$ cat config.mk
export PLATFORM = sky130hd
export DESIGN_NAME = hazard_unit_sb_flat
export DESIGN_NICKNAME = d
export VERILOG_FILES = /design/src/rtl/hazard_unit_sb_if.sv /design/src/rtl/hazard_unit_sb.sv /design/src/flat_wrapper.sv
export SDC_FILE = /design/constraint.sdc
export NUM_CORES = 1
export LEC_CHECK = 0
export CORE_ASPECT_RATIO = 1.25
export CORE_MARGIN = 2
export CORE_UTILIZATION = 50
export DETAILED_ROUTE_END_ITERATION = 8
export DONT_BUFFER_PORTS = 1
export SLEW_MARGIN = 20
export SYNTH_ARGS = -nofsm -noshare
export SYNTH_HDL_FRONTEND = slang
export SYNTH_SLANG_ARGS = --single-unit
$ cat constraint.sdc
create_clock -name clk -period 2.8 [get_ports clk]
set_input_delay 0.42 -clock clk [delete_from_list [all_inputs] [get_ports clk]]
set_output_delay 0.42 -clock clk [all_outputs]
set_load 0.05 [all_outputs]
$ cat src/rtl/hazard_unit_sb_if.sv
// Pipeline <-> hazard unit bundle: stage register addresses/enables in, stall/flush/forward controls out.
// HAZARD_PERF_CNT_EN adds the stall_cycles / sb_stall_cycles counter outputs.
interface hazard_unit_sb_if #(
  parameter int NUM_REGS = 32,
  parameter int ADDR_W   = 5,
  parameter int OUTST_W  = 3
);
  logic [ADDR_W-1:0]   rs1_addr_d;
  logic [ADDR_W-1:0]   rs2_addr_d;
  logic [ADDR_W-1:0]   rd_addr_d;
  logic                rf_write_en_d;
  logic                long_op_d;
  logic                branch_inst_d;
  logic                bj_taken_d;
  logic [ADDR_W-1:0]   rs1_addr_e;
  logic [ADDR_W-1:0]   rs2_addr_e;
  logic [ADDR_W-1:0]   rf_dest_e;
  logic                rf_write_en_e;
  logic                mem_load_e;
  logic                long_issue_e;
  logic [ADDR_W-1:0]   rf_dest_m;
  logic                rf_write_en_m;
  logic                mem_load_m;
  logic [ADDR_W-1:0]   rf_dest_w;
  logic                rf_write_en_w;
  logic                long_done;
  logic [ADDR_W-1:0]   long_done_dest;
  logic                stall_fetch;
  logic                stall_decode;
  logic                flush_decode;
  logic                flush_execute;
  logic [1:0]          forward_rs1_select_d;
  logic [1:0]          forward_rs2_select_d;
  logic [1:0]          forward_rs1_select_e;
  logic [1:0]          forward_rs2_select_e;
  logic [NUM_REGS-1:0] busy_vec;
  logic [OUTST_W-1:0]  outst_cnt;
`ifdef HAZARD_PERF_CNT_EN
  logic [31:0]         stall_cycles;
  logic [31:0]         sb_stall_cycles;
`endif

  modport master (
    output rs1_addr_d, rs2_addr_d, rd_addr_d, rf_write_en_d, long_op_d,
           branch_inst_d, bj_taken_d, rs1_addr_e, rs2_addr_e, rf_dest_e,
           rf_write_en_e, mem_load_e, long_issue_e, rf_dest_m, rf_write_en_m,
           mem_load_m, rf_dest_w, rf_write_en_w, long_done, long_done_dest,
    input  stall_fetch, stall_decode, flush_decode, flush_execute,
           forward_rs1_select_d, forward_rs2_select_d,
           forward_rs1_select_e, forward_rs2_select_e, busy_vec, outst_cnt
`ifdef HAZARD_PERF_CNT_EN
    , input stall_cycles, sb_stall_cycles
`endif
  );

  modport slave (
    input  rs1_addr_d, rs2_addr_d, rd_addr_d, rf_write_en_d, long_op_d,
           branch_inst_d, bj_taken_d, rs1_addr_e, rs2_addr_e, rf_dest_e,
           rf_write_en_e, mem_load_e, long_issue_e, rf_dest_m, rf_write_en_m,
           mem_load_m, rf_dest_w, rf_write_en_w, long_done, long_done_dest,
    output stall_fetch, stall_decode, flush_decode, flush_execute,
           forward_rs1_select_d, forward_rs2_select_d,
           forward_rs1_select_e, forward_rs2_select_e, busy_vec, outst_cnt
`ifdef HAZARD_PERF_CNT_EN
    , output stall_cycles, sb_stall_cycles
`endif
  );
endinterface

$ cat src/rtl/hazard_unit_sb.sv
// Hazard unit with load-use/branch stalls, M/W/long-done forwarding and a long-op scoreboard.
// Optional HAZARD_PERF_CNT_EN: saturating stall / scoreboard-stall cycle counters.
module hazard_unit_sb #(
  parameter int NUM_REGS  = 32,
  parameter int ADDR_W    = 5,
  parameter int MAX_OUTST = 4,
  parameter int OUTST_W   = 3
) (
  input logic            clk,
  input logic            reset,
  hazard_unit_sb_if.slave hz
);

  localparam logic [OUTST_W-1:0] CNT_MAX  = OUTST_W'(MAX_OUTST);
  localparam logic [OUTST_W-1:0] CNT_ZERO = '0;
  localparam logic [ADDR_W-1:0]  X0       = '0;

  logic [NUM_REGS-1:0] busy_vec, busy_nxt;
  logic [OUTST_W-1:0]  outst_cnt, outst_nxt;
  logic                ld_stall, br_stall, sb_stall, full_stall, stall;
  logic                e_match_d, m_load_match_d;
  logic                issue_acc, done_acc;

  // Priority: long-unit result > M (non-load) > W > register file.
  function automatic logic [1:0] fwd_sel(
    input logic [ADDR_W-1:0] src,
    input logic              done,
    input logic [ADDR_W-1:0] done_dest,
    input logic              we_m,
    input logic              ld_m,
    input logic [ADDR_W-1:0] dest_m,
    input logic              we_w,
    input logic [ADDR_W-1:0] dest_w
  );
    logic [1:0] sel;
    sel = 2'b00;
    if (src != X0) begin
      if (done && done_dest == src)             sel = 2'b11;
      else if (we_m && !ld_m && dest_m == src)  sel = 2'b10;
      else if (we_w && dest_w == src)           sel = 2'b01;
    end
    return sel;
  endfunction

  always_comb begin
    e_match_d = hz.rf_write_en_e && hz.rf_dest_e != X0 &&
                (hz.rf_dest_e == hz.rs1_addr_d || hz.rf_dest_e == hz.rs2_addr_d);
    m_load_match_d = hz.rf_write_en_m && hz.mem_load_m && hz.rf_dest_m != X0 &&
                     (hz.rf_dest_m == hz.rs1_addr_d || hz.rf_dest_m == hz.rs2_addr_d);
    ld_stall   = hz.mem_load_e && hz.rf_dest_e != X0 &&
                 (hz.rf_dest_e == hz.rs1_addr_d || hz.rf_dest_e == hz.rs2_addr_d);
    br_stall   = hz.branch_inst_d && (e_match_d || m_load_match_d);
    // A done arriving this cycle still stalls; the busy bit only drops at the edge.
    sb_stall   = busy_vec[hz.rs1_addr_d] || busy_vec[hz.rs2_addr_d] ||
                 (hz.rf_write_en_d && busy_vec[hz.rd_addr_d]);
    full_stall = hz.long_op_d && outst_cnt == CNT_MAX && !hz.long_done;
    stall      = ld_stall || br_stall || sb_stall || full_stall;
  end

  assign hz.stall_decode  = stall;
  assign hz.stall_fetch   = stall;
  assign hz.flush_execute = stall;
  assign hz.flush_decode  = hz.bj_taken_d && !stall;

  assign hz.forward_rs1_select_d = fwd_sel(hz.rs1_addr_d, hz.long_done, hz.long_done_dest,
    hz.rf_write_en_m, hz.mem_load_m, hz.rf_dest_m, hz.rf_write_en_w, hz.rf_dest_w);
  assign hz.forward_rs2_select_d = fwd_sel(hz.rs2_addr_d, hz.long_done, hz.long_done_dest,
    hz.rf_write_en_m, hz.mem_load_m, hz.rf_dest_m, hz.rf_write_en_w, hz.rf_dest_w);
  assign hz.forward_rs1_select_e = fwd_sel(hz.rs1_addr_e, hz.long_done, hz.long_done_dest,
    hz.rf_write_en_m, hz.mem_load_m, hz.rf_dest_m, hz.rf_write_en_w, hz.rf_dest_w);
  assign hz.forward_rs2_select_e = fwd_sel(hz.rs2_addr_e, hz.long_done, hz.long_done_dest,
    hz.rf_write_en_m, hz.mem_load_m, hz.rf_dest_m, hz.rf_write_en_w, hz.rf_dest_w);

  // Out-of-range issue/done are dropped; a paired issue+done always balances.
  always_comb begin
    issue_acc = hz.long_issue_e && (outst_cnt != CNT_MAX || hz.long_done);
    done_acc  = hz.long_done && (outst_cnt != CNT_ZERO || hz.long_issue_e);
    outst_nxt = outst_cnt;
    if (issue_acc && !done_acc)      outst_nxt = outst_cnt + OUTST_W'(1);
    else if (done_acc && !issue_acc) outst_nxt = outst_cnt - OUTST_W'(1);
    busy_nxt = busy_vec;
    if (hz.long_done) busy_nxt[hz.long_done_dest] = 1'b0;
    if (issue_acc && hz.rf_dest_e != X0) busy_nxt[hz.rf_dest_e] = 1'b1;
    busy_nxt[0] = 1'b0;
  end

  always_ff @(posedge clk or posedge reset) begin
    if (reset) begin
      busy_vec  <= '0;
      outst_cnt <= '0;
    end else begin
      busy_vec  <= busy_nxt;
      outst_cnt <= outst_nxt;
    end
  end

  assign hz.busy_vec  = busy_vec;
  assign hz.outst_cnt = outst_cnt;

  a_done_underflow: assert property (@(posedge clk) disable iff (reset)
    !(hz.long_done && !hz.long_issue_e && outst_cnt == CNT_ZERO))
    else $error("long_done with no long op outstanding");

  a_issue_overflow: assert property (@(posedge clk) disable iff (reset)
    !(hz.long_issue_e && !hz.long_done && outst_cnt == CNT_MAX))
    else $error("long op issued with unit full");

`ifdef HAZARD_PERF_CNT_EN
  logic [31:0] stall_cycles, sb_stall_cycles;

  function automatic logic [31:0] sat_inc(input logic [31:0] v);
    return (v == 32'hFFFF_FFFF) ? v : v + 32'd1;
  endfunction

  always_ff @(posedge clk or posedge reset) begin
    if (reset) begin
      stall_cycles    <= '0;
      sb_stall_cycles <= '0;
    end else begin
      if (stall)    stall_cycles    <= sat_inc(stall_cycles);
      if (sb_stall) sb_stall_cycles <= sat_inc(sb_stall_cycles);
    end
  end

  assign hz.stall_cycles    = stall_cycles;
  assign hz.sb_stall_cycles = sb_stall_cycles;
`endif

endmodule

$ cat src/flat_wrapper.sv
// flat-port wrapper written by rule: the top's interface ports become plain ports
module hazard_unit_sb_flat 
#(
  parameter int NUM_REGS  = 32,
  parameter int ADDR_W    = 5,
  parameter int MAX_OUTST = 4,
  parameter int OUTST_W   = 3
)
  (clk, reset, hz_rs1_addr_d, hz_rs2_addr_d, hz_rd_addr_d, hz_rf_write_en_d, hz_long_op_d, hz_branch_inst_d, hz_bj_taken_d, hz_rs1_addr_e, hz_rs2_addr_e, hz_rf_dest_e, hz_rf_write_en_e, hz_mem_load_e, hz_long_issue_e, hz_rf_dest_m, hz_rf_write_en_m, hz_mem_load_m, hz_rf_dest_w, hz_rf_write_en_w, hz_long_done, hz_long_done_dest, hz_stall_fetch, hz_stall_decode, hz_flush_decode, hz_flush_execute, hz_forward_rs1_select_d, hz_forward_rs2_select_d, hz_forward_rs1_select_e, hz_forward_rs2_select_e, hz_busy_vec, hz_outst_cnt);
  hazard_unit_sb_if #(.NUM_REGS(NUM_REGS), .ADDR_W(ADDR_W), .OUTST_W(OUTST_W)) hz_i ();
  input logic clk;
  input logic reset;
  input wire logic [$bits(hz_i.rs1_addr_d)-1:0] hz_rs1_addr_d;
  input wire logic [$bits(hz_i.rs2_addr_d)-1:0] hz_rs2_addr_d;
  input wire logic [$bits(hz_i.rd_addr_d)-1:0] hz_rd_addr_d;
  input wire logic [$bits(hz_i.rf_write_en_d)-1:0] hz_rf_write_en_d;
  input wire logic [$bits(hz_i.long_op_d)-1:0] hz_long_op_d;
  input wire logic [$bits(hz_i.branch_inst_d)-1:0] hz_branch_inst_d;
  input wire logic [$bits(hz_i.bj_taken_d)-1:0] hz_bj_taken_d;
  input wire logic [$bits(hz_i.rs1_addr_e)-1:0] hz_rs1_addr_e;
  input wire logic [$bits(hz_i.rs2_addr_e)-1:0] hz_rs2_addr_e;
  input wire logic [$bits(hz_i.rf_dest_e)-1:0] hz_rf_dest_e;
  input wire logic [$bits(hz_i.rf_write_en_e)-1:0] hz_rf_write_en_e;
  input wire logic [$bits(hz_i.mem_load_e)-1:0] hz_mem_load_e;
  input wire logic [$bits(hz_i.long_issue_e)-1:0] hz_long_issue_e;
  input wire logic [$bits(hz_i.rf_dest_m)-1:0] hz_rf_dest_m;
  input wire logic [$bits(hz_i.rf_write_en_m)-1:0] hz_rf_write_en_m;
  input wire logic [$bits(hz_i.mem_load_m)-1:0] hz_mem_load_m;
  input wire logic [$bits(hz_i.rf_dest_w)-1:0] hz_rf_dest_w;
  input wire logic [$bits(hz_i.rf_write_en_w)-1:0] hz_rf_write_en_w;
  input wire logic [$bits(hz_i.long_done)-1:0] hz_long_done;
  input wire logic [$bits(hz_i.long_done_dest)-1:0] hz_long_done_dest;
  output wire logic [$bits(hz_i.stall_fetch)-1:0] hz_stall_fetch;
  output wire logic [$bits(hz_i.stall_decode)-1:0] hz_stall_decode;
  output wire logic [$bits(hz_i.flush_decode)-1:0] hz_flush_decode;
  output wire logic [$bits(hz_i.flush_execute)-1:0] hz_flush_execute;
  output wire logic [$bits(hz_i.forward_rs1_select_d)-1:0] hz_forward_rs1_select_d;
  output wire logic [$bits(hz_i.forward_rs2_select_d)-1:0] hz_forward_rs2_select_d;
  output wire logic [$bits(hz_i.forward_rs1_select_e)-1:0] hz_forward_rs1_select_e;
  output wire logic [$bits(hz_i.forward_rs2_select_e)-1:0] hz_forward_rs2_select_e;
  output wire logic [$bits(hz_i.busy_vec)-1:0] hz_busy_vec;
  output wire logic [$bits(hz_i.outst_cnt)-1:0] hz_outst_cnt;
  assign hz_i.rs1_addr_d = hz_rs1_addr_d;
  assign hz_i.rs2_addr_d = hz_rs2_addr_d;
  assign hz_i.rd_addr_d = hz_rd_addr_d;
  assign hz_i.rf_write_en_d = hz_rf_write_en_d;
  assign hz_i.long_op_d = hz_long_op_d;
  assign hz_i.branch_inst_d = hz_branch_inst_d;
  assign hz_i.bj_taken_d = hz_bj_taken_d;
  assign hz_i.rs1_addr_e = hz_rs1_addr_e;
  assign hz_i.rs2_addr_e = hz_rs2_addr_e;
  assign hz_i.rf_dest_e = hz_rf_dest_e;
  assign hz_i.rf_write_en_e = hz_rf_write_en_e;
  assign hz_i.mem_load_e = hz_mem_load_e;
  assign hz_i.long_issue_e = hz_long_issue_e;
  assign hz_i.rf_dest_m = hz_rf_dest_m;
  assign hz_i.rf_write_en_m = hz_rf_write_en_m;
  assign hz_i.mem_load_m = hz_mem_load_m;
  assign hz_i.rf_dest_w = hz_rf_dest_w;
  assign hz_i.rf_write_en_w = hz_rf_write_en_w;
  assign hz_i.long_done = hz_long_done;
  assign hz_i.long_done_dest = hz_long_done_dest;
  assign hz_stall_fetch = hz_i.stall_fetch;
  assign hz_stall_decode = hz_i.stall_decode;
  assign hz_flush_decode = hz_i.flush_decode;
  assign hz_flush_execute = hz_i.flush_execute;
  assign hz_forward_rs1_select_d = hz_i.forward_rs1_select_d;
  assign hz_forward_rs2_select_d = hz_i.forward_rs2_select_d;
  assign hz_forward_rs1_select_e = hz_i.forward_rs1_select_e;
  assign hz_forward_rs2_select_e = hz_i.forward_rs2_select_e;
  assign hz_busy_vec = hz_i.busy_vec;
  assign hz_outst_cnt = hz_i.outst_cnt;
  hazard_unit_sb #(.NUM_REGS(NUM_REGS), .ADDR_W(ADDR_W), .MAX_OUTST(MAX_OUTST), .OUTST_W(OUTST_W)) u_core (.clk(clk), .reset(reset), .hz(hz_i));
endmodule
==> impl_results.md, run 1 <==
- Outcome: finished with violations
- Failing checks: setup timing
- Core area: 6570 sq um
- Max Cap Viol: 0
- FF-to-FF End: u_core.hz.outst_cnt[2]$_DFFE_PP0P_
- Final instance area: 3900 sq um
- Worst reg-to-reg path cell count: 10
- Vias in the first global route: 3209
- WP data arrival: 2.45 ns
- Final WL: 10800 microns
- Row cnt: 33
- Post-synthesis async set-or-reset flop share: 1.00
- Clock-pin slew of the registers on the worst-case setup and hold paths: 0.07 ns
- Cell Count, Final, Fillers Out: 500
- Worst Path Max Fanout: 3
- H-tree lvl count: 2
- Seq/Total Area, Yosys: 0.250
- Num CTS Buffers: 5
- Number of distinct library cells after synthesis: 51
- Post-DRT Antenna Nets: 0
- Ant diodes: 0
- Synthesized cell area: 3410 sq um
- Drt pass-1 iters: 5
- DRT iter0 DRCs: 202
- Maximum vdd drop: 0.431 mV
- Yosys top cell by area: dfrtp_1
- Via density: 6.39
- Avg Cell Area, Syn: 8.73 sq um
- DRC: 0
- Period Utilization, post-route: 1.03
- Power Density: 740 nW/um^2
- Filler Cells Inserted: 622
- Starting Density: 0.519
- CTS max path bufs: 2
- Reg-to-reg startpoint: u_core.hz.outst_cnt[2]$_DFFE_PP0P_
- Die height: 96.3 microns
- Worst-Margin Slew: 0.559 ns
- Setup TNS: -0.101 ns
- Reg-to-reg slack, setup: 0.64 ns
- # placed instances: 491
- Port-buffer cells: 0
- Setup crit end kind: primary output
- Final-report hold violation count: 0
- Largest net degree at the start of global routing: 35
- Yosys warning count: 0
- TritonCTS clock tree: built
- Unrepaired setup endpoints after global routing: yes
- Pre-CTS WS: 0.0860 ns
- Final setup violation count: 4
- P&R area growth vs syn: 14.5%
- Clk_skew: 0.00444 ns
- Grt total ovfl: 0
- Mapped Cells: 390
- Area post-placement: 3760 sq um
- Clk Latency, worst-skew pair: 0.28 ns
- Clk sink count: 34
- Worst setup margin: -0.0710 ns
- Final Max Slew Viols: 0
- Period minus WS final: 2.87 ns
- WHS: 0.118 ns
- Maximum clock rate: 348 MHz
- FF+latch count, synth: 34
- Nets: 472
- Min-Delay Path Class: in2async
- Synth Net Count: 450
- Global-route wire length before repair: 17200 microns
- Clk root buf: clkbuf_8
- Top-area cell type share of the netlist area: 0.250
- Die footprint: 7490 sq um
- Die Wd: 77.8 microns
- CP Launch Type: flip-flop
- Via count: 3197
- WP data required: 2.38 ns
- Leakage Power: 1.52 nW
- Gpl congestion: 0.887
- GRT Util Overall: 0.295
- Max transition margin: 0.618
- Layout cells sized above 1: 0.206
- Setup CP Type: reg2out
- I/O pin cnt: 105
- Top FF cell, synth: dfrtp_1
- Antenna violations before repair: 0
- Synth area leaders: dfrtp_1, xor2_1, mux4_2, xnor2_1, o21ai_0
- EDFF count, synth: 0
- Hpwl dp: 8520 microns
- Avg WL per Cell: 21.7 microns
==> cells in the mapped netlist (2+ instances only) <==
| master | n |
|---|---|
| a2111oi_0 | 3 |
| a21oi_1 | 13 |
| a221oi_1 | 2 |
| a2bb2oi_1 | 2 |
| and3_1 | 2 |
| buf_1 | 8 |
| buf_2 | 3 |
| buf_4 | 3 |
| clkbuf_1 | 20 |
| dfrtp_1 | 34 |
| inv_1 | 7 |
| mux2_1 | 6 |
| mux2_2 | 3 |
| mux2i_1 | 11 |
| mux4_1 | 3 |
| mux4_2 | 12 |
| nand2_1 | 12 |
| nand2b_1 | 8 |
| nand3_1 | 20 |
| nand3b_1 | 8 |
| nand4_1 | 6 |
| nor2_1 | 14 |
| nor2b_1 | 8 |
| nor3_1 | 5 |
| nor4_1 | 12 |
| nor4b_1 | 2 |
| o21ai_0 | 33 |
| o21ai_1 | 29 |
| o22ai_1 | 3 |
| o31ai_1 | 2 |
| or3_1 | 2 |
| or3b_1 | 2 |
| or4_1 | 3 |
| xnor2_1 | 27 |
| xor2_1 | 46 |
==> registers in the layout, indices dropped and copies added (netlist names) <==
| register | cells |
|---|---|
| u_core.hz.outst_cnt | 3 |
| u_core.hz.busy_vec | 31 |
==> critical path: stages (launching register included) <==
cell and delay [ns]:
dfrtp_2 0.40, mux4_2 0.48, mux2_4 0.28, a221o_1 0.32, a211oi_2 0.18, nand4_1 0.12
buf_6 0.16, nor2_4 0.09, buf_12 0.14
==> per-stage QoR <==
stage,total power (W),utilization
after detailed placement,0.00241,0.573
after CTS,0.00288,0.594
after global placement,0.00238,0.573
after floorplan,0.00198,-
after global routing,0.00303,0.594
final,0.00289,0.594
==> cell type report <==
class | count | area, sq um | area share
Multi-Input combinational cell | 314 | 2390 | 0.613
Sequential cell | 34 | 861 | 0.221
Timing Repair Buffer | 50 | 399 | 0.102
Tap cell | 87 | 109 | 0.0279
Clock buffer | 7 | 86.3 | 0.0221
Clock inverter | 1 | 30.0 | 0.00770
Inverter | 7 | 26.3 | 0.00674
==> kinds of logic (layout without fill, tap and decap cells) <==
group | after synthesis | in the layout | synth area share
AND/OR/NAND/NOR | 109 | 109 | 0.181
AO/OA/AOI/OAI | 94 | 94 | 0.155
XOR/XNOR | 73 | 73 | 0.188
buffers and inverters | 42 | 65 | 0.0511
multiplexers | 35 | 35 | 0.165
flip-flops | 34 | 34 | 0.250
adder cells (fa/ha/maj) | 2 | 2 | 0.00955
other | 1 | 1 | 0.00110
==> worst max path at each step <==
stage / start / endpoint / slack (ns)
2_1_floorplan: u_core.hz.busy_vec[31]$_DFF_PP0_ / hz_flush_decode / -0.52
3_3_place_gp: hz_rs1_addr_d[0] / hz_flush_decode / 0.1
3_5_place_dp: hz_rs1_addr_d[0] / hz_flush_decode / 0.09
4_1_cts: u_core.hz.busy_vec[31]$_DFF_PP0_ / hz_flush_decode / -0.08
5_1_grt: u_core.hz.busy_vec[31]$_DFF_PP0_ / hz_flush_decode / -0.18
6_report: u_core.hz.busy_vec[31]$_DFF_PP0_ / hz_flush_decode / -0.07
==> per-layer routing <==
metal	wire, microns	track usage	vias up
met3	1100	0.0469	12
met5	0	0	-
met1	4270	0.401	1569
li1	-	-	1462
met4	147	0.0908	0
met2	5310	0.486	154
==> layout by cell type, fill, tap and decap left out, drive strengths merged, types with 6 or more instances in the layout <==
cell / count
mux2: 9
nand2: 12
clkbuf: 7
nand3b: 8
buf: 50
o21ai: 62
nand2b: 8
dfrtp: 34
nand4: 6
mux4: 15
nor2b: 8
mux2i: 11
xor2: 46
nor4: 12
a21oi: 13
xnor2: 27
nand3: 20
nor2: 14
inv: 7
==> where the power goes <==
group	total, W	switching [W]	leakage, nW	internal (W)
logic	0.00162	0.00102	1.06	0.000596
clock network	0.000458	0.000167	0.0585	0.000290
registers	0.000809	0.000162	0.409	0.000647
==> what timing repair did <==
item	4_1_cts	5_1_grt
setup buffers	1	0
pin swaps	2	1
setup endpoints to repair	4	4
hold buffers	0	0
resized for setup	4	0
Note: power is estimated with default switching activity, not from simulation.
==> inputs of run 2 (changes only) <==
--- a/config.mk
+++ b/config.mk
@@ -5,6 +5,7 @@
 export SDC_FILE = /design/constraint.sdc
 export NUM_CORES = 1
 export LEC_CHECK = 0
+export CAP_MARGIN = 40
 export CORE_ASPECT_RATIO = 1.25
 export CORE_MARGIN = 2
 export CORE_UTILIZATION = 50
==> results of run 2 <==
No change in the layout: final DEF, timing and power equal those of run 1.
==> patch, RTL diff (settings of run 1) <==
`OUTST_W` is set to 3 in 3 places; all go to 6.
--- a/src/rtl/hazard_unit_sb_if.sv
+++ b/src/rtl/hazard_unit_sb_if.sv
@@ -3,7 +3,7 @@
 interface hazard_unit_sb_if #(
   parameter int NUM_REGS = 32,
   parameter int ADDR_W   = 5,
-  parameter int OUTST_W  = 3
+  parameter int OUTST_W  = 6
 );
   logic [ADDR_W-1:0]   rs1_addr_d;
   logic [ADDR_W-1:0]   rs2_addr_d;
--- a/src/rtl/hazard_unit_sb.sv
+++ b/src/rtl/hazard_unit_sb.sv
@@ -4,7 +4,7 @@
   parameter int NUM_REGS  = 32,
   parameter int ADDR_W    = 5,
   parameter int MAX_OUTST = 4,
-  parameter int OUTST_W   = 3
+  parameter int OUTST_W   = 6
 ) (
   input logic            clk,
   input logic            reset,
--- a/src/flat_wrapper.sv
+++ b/src/flat_wrapper.sv
@@ -4,7 +4,7 @@
   parameter int NUM_REGS  = 32,
   parameter int ADDR_W    = 5,
   parameter int MAX_OUTST = 4,
-  parameter int OUTST_W   = 3
+  parameter int OUTST_W   = 6
 )
   (clk, reset, hz_rs1_addr_d, hz_rs2_addr_d, hz_rd_addr_d, hz_rf_write_en_d, hz_long_op_d, hz_branch_inst_d, hz_bj_taken_d, hz_rs1_addr_e, hz_rs2_addr_e, hz_rf_dest_e, hz_rf_write_en_e, hz_mem_load_e, hz_long_issue_e, hz_rf_dest_m, hz_rf_write_en_m, hz_mem_load_m, hz_rf_dest_w, hz_rf_write_en_w, hz_long_done, hz_long_done_dest, hz_stall_fetch, hz_stall_decode, hz_flush_decode, hz_flush_execute, hz_forward_rs1_select_d, hz_forward_rs2_select_d, hz_forward_rs1_select_e, hz_forward_rs2_select_e, hz_busy_vec, hz_outst_cnt);
   hazard_unit_sb_if #(.NUM_REGS(NUM_REGS), .ADDR_W(ADDR_W), .OUTST_W(OUTST_W)) hz_i ();
Ports: changed (resized hz_outst_cnt); port bits go from 105 to 108. The function was not compared with the original's and may differ.
==> patch against run 1 <==
Register-to-register slack lost 0.62 ns. Power is 9.3% higher. Design area up 7.8%. Clock skew grew 0.0068 ns. Synthesized area rose by 6.4%. Setup slack gained 0.086 ns. Combinational power up 13%. Routed wire length increased by 3.0%. Sequential cell count is 3 higher. Non-clock buffer count rose by 5. Critical path type is now flop to flop.
==> patch: results <==
{
  "crit_arrival_ns": 2.98,
  "drt_wl_total_um": 11150,
  "drive_gt1_share_pct": 23.20,
  "worstReg2RegStart": "u_core.hz.outst_cnt[1]$_DFFE_PP0P_",
  "critPathKind": "flop to flop",
  "skew_ns": 0.01120,
  "placed_cell_area_um2": 4036,
  "seq_area_frac_synth_pct": 25.55,
  "yosysWarnings": 0,
  "ys.flop_type": "dfrtp_1",
  "status": "complete, no violations",
  "root_buffer": "clkbuf_8",
  "ir_drop_v": 0.0006735,
  "async_reset_ff_share_pct": 100.0,
  "cp_slowest_cell": "or4_4",
  "track_usage_pct": 28.84,
  "clk_pin_slew_worst_paths_ns": 0.07,
  "top_register": "u_core.hz.busy_vec",
  "worstMarginPinSlew_ns": 0.4894,
  "r2r_slack_ns": 0.02,
  "dpl.hpwl_um": 8423,
  "syn_nets": 468,
  "pre_cts_slack_ns": -0.01023,
  "synth_common_cells": "o21ai_0, xor2_1, dfrtp_1",
  "grt_pass1_vias": 3331,
  "first_pass_iters": 4,
  "drtIter0Drc": 250,
  "cp_max_fo": 4,
  "fin_nets": 496,
  "vias": 3299,
  "reg_top3": "u_core.hz.busy_vec x31, u_core.hz.outst_cnt x6",
  "grt_max_degree": 38,
  "yosys.cell_types.count": 50,
  "rr_worst_depth": 12,
  "grt_pass1_wl_um": 17680,
  "cts_buffer_depth": 2,
  "cts_inserted_buffers": 5,
  "port_buffers": 0,
  "antenna_cells": 0,
  "yosys-top-cells-area": "dfrtp_1, xor2_1, o21ai_0",
  "fillers": 646,
  "worst_path_dominant_cell_family": "simple AND/OR/NAND/NOR gates",
  "r2r_end": "u_core.hz.outst_cnt[5]$_DFFE_PP0P_",
  "slowest_delay_ns": 0.56,
  "antenna_found_initial": 0,
  "place_congestion": 0.8702,
  "leakage_nw": 1.690,
  "clkLatencyLatePin_ns": 0.29,
  "hold_class": "input pin to asynchronous set/reset pin",
  "cts.htree.levels": 2
}
patch: cell types whose count changed after synthesis, moves of 5 or more:
cell / delta
o21ai_1: -29
o21ai_0: +36
mux2_1: -6
ha_1: +5
buf_1: -6
buf_2: +5
nand2b_1: -7
patch: cells by family after synthesis:
logic type	Yosys count	share of synthesized area [%]
xor gates and xnor gates	75	18.13
DFF	37	25.55
muxes	34	16.06
other	1	0.1035
buffers and inverters	41	5.145
AOI/OAI and AO/OA	101	15.37
adders and majority gates	7	2.624
and+or+nand+nor	107	17.02
patch: where the power goes:
group | total, W | leakage, nW | switching (W) | internal (W)
Sequential | 0.000886 | 0.450 | 0.000189 | 0.000696
Clock | 0.000442 | 0.0540 | 0.000184 | 0.000259
Combinational | 0.00183 | 1.19 | 0.00112 | 0.000708
patch: worst max path at each step:
stage	to	slack (ns)	cells past startpoint
after floorplan	u_core.hz.outst_cnt[5]$_DFFE_PP0P_	-0.11	13
after global placement	u_core.hz.outst_cnt[5]$_DFFE_PP0P_	0.08	12
after detailed placement	u_core.hz.outst_cnt[5]$_DFFE_PP0P_	-0.01	12
after CTS	u_core.hz.outst_cnt[5]$_DFFE_PP0P_	-0.006	12
after global routing	u_core.hz.outst_cnt[5]$_DFFE_PP0P_	-0.11	12
final	u_core.hz.outst_cnt[5]$_DFFE_PP0P_	0.02	12
patch: metal layers:
metal | GRT usage [%] | share of wire (%) | up-vias
li1 | - | - | 1530
met1 | 39.67 | 41 | 1602
met2 | 46.73 | 49 | 156
met3 | 4.809 | 9.2 | 11
met4 | 8.866 | 1.2 | 0
met5 | 0 | 0 | -
patch: layout make-up:
class / instances / area (µm²) / share of cell area [%]
inverters: 7 / 31.28 / 0.7436
flip-flops and latches: 37 / 929.6 / 22.10
well taps: 90 / 112.6 / 2.677
repair buffers: 55 / 437.9 / 10.41
multi-input cells: 325 / 2591 / 61.60
clock inverters: 2 / 35.03 / 0.8328
clock buffers: 5 / 68.82 / 1.636
patch: repair_timing:
action                                 4_1_cts  5_1_grt
endpoints found under the hold margin        0        0
pin swaps                                    0       11
setup endpoints to repair                    1        5
cloned                                       0        0
setup buffers                                0        5
gates resized for setup                      1        6
patch: per-stage QoR:
step	instances	util, %	setup TNS, ns	hold WS, ns
3_5_place_dp	509	57.86	-0.01023	0.4510
3_3_place_gp	509	57.86	0	0.4443
4_1_cts	516	59.38	-0.005683	0.1393
6_report	521	60.29	0	0.1273
5_1_grt	521	60.29	-0.1333	0.1516
2_1_floorplan	403	-	-0.1119	0.5995
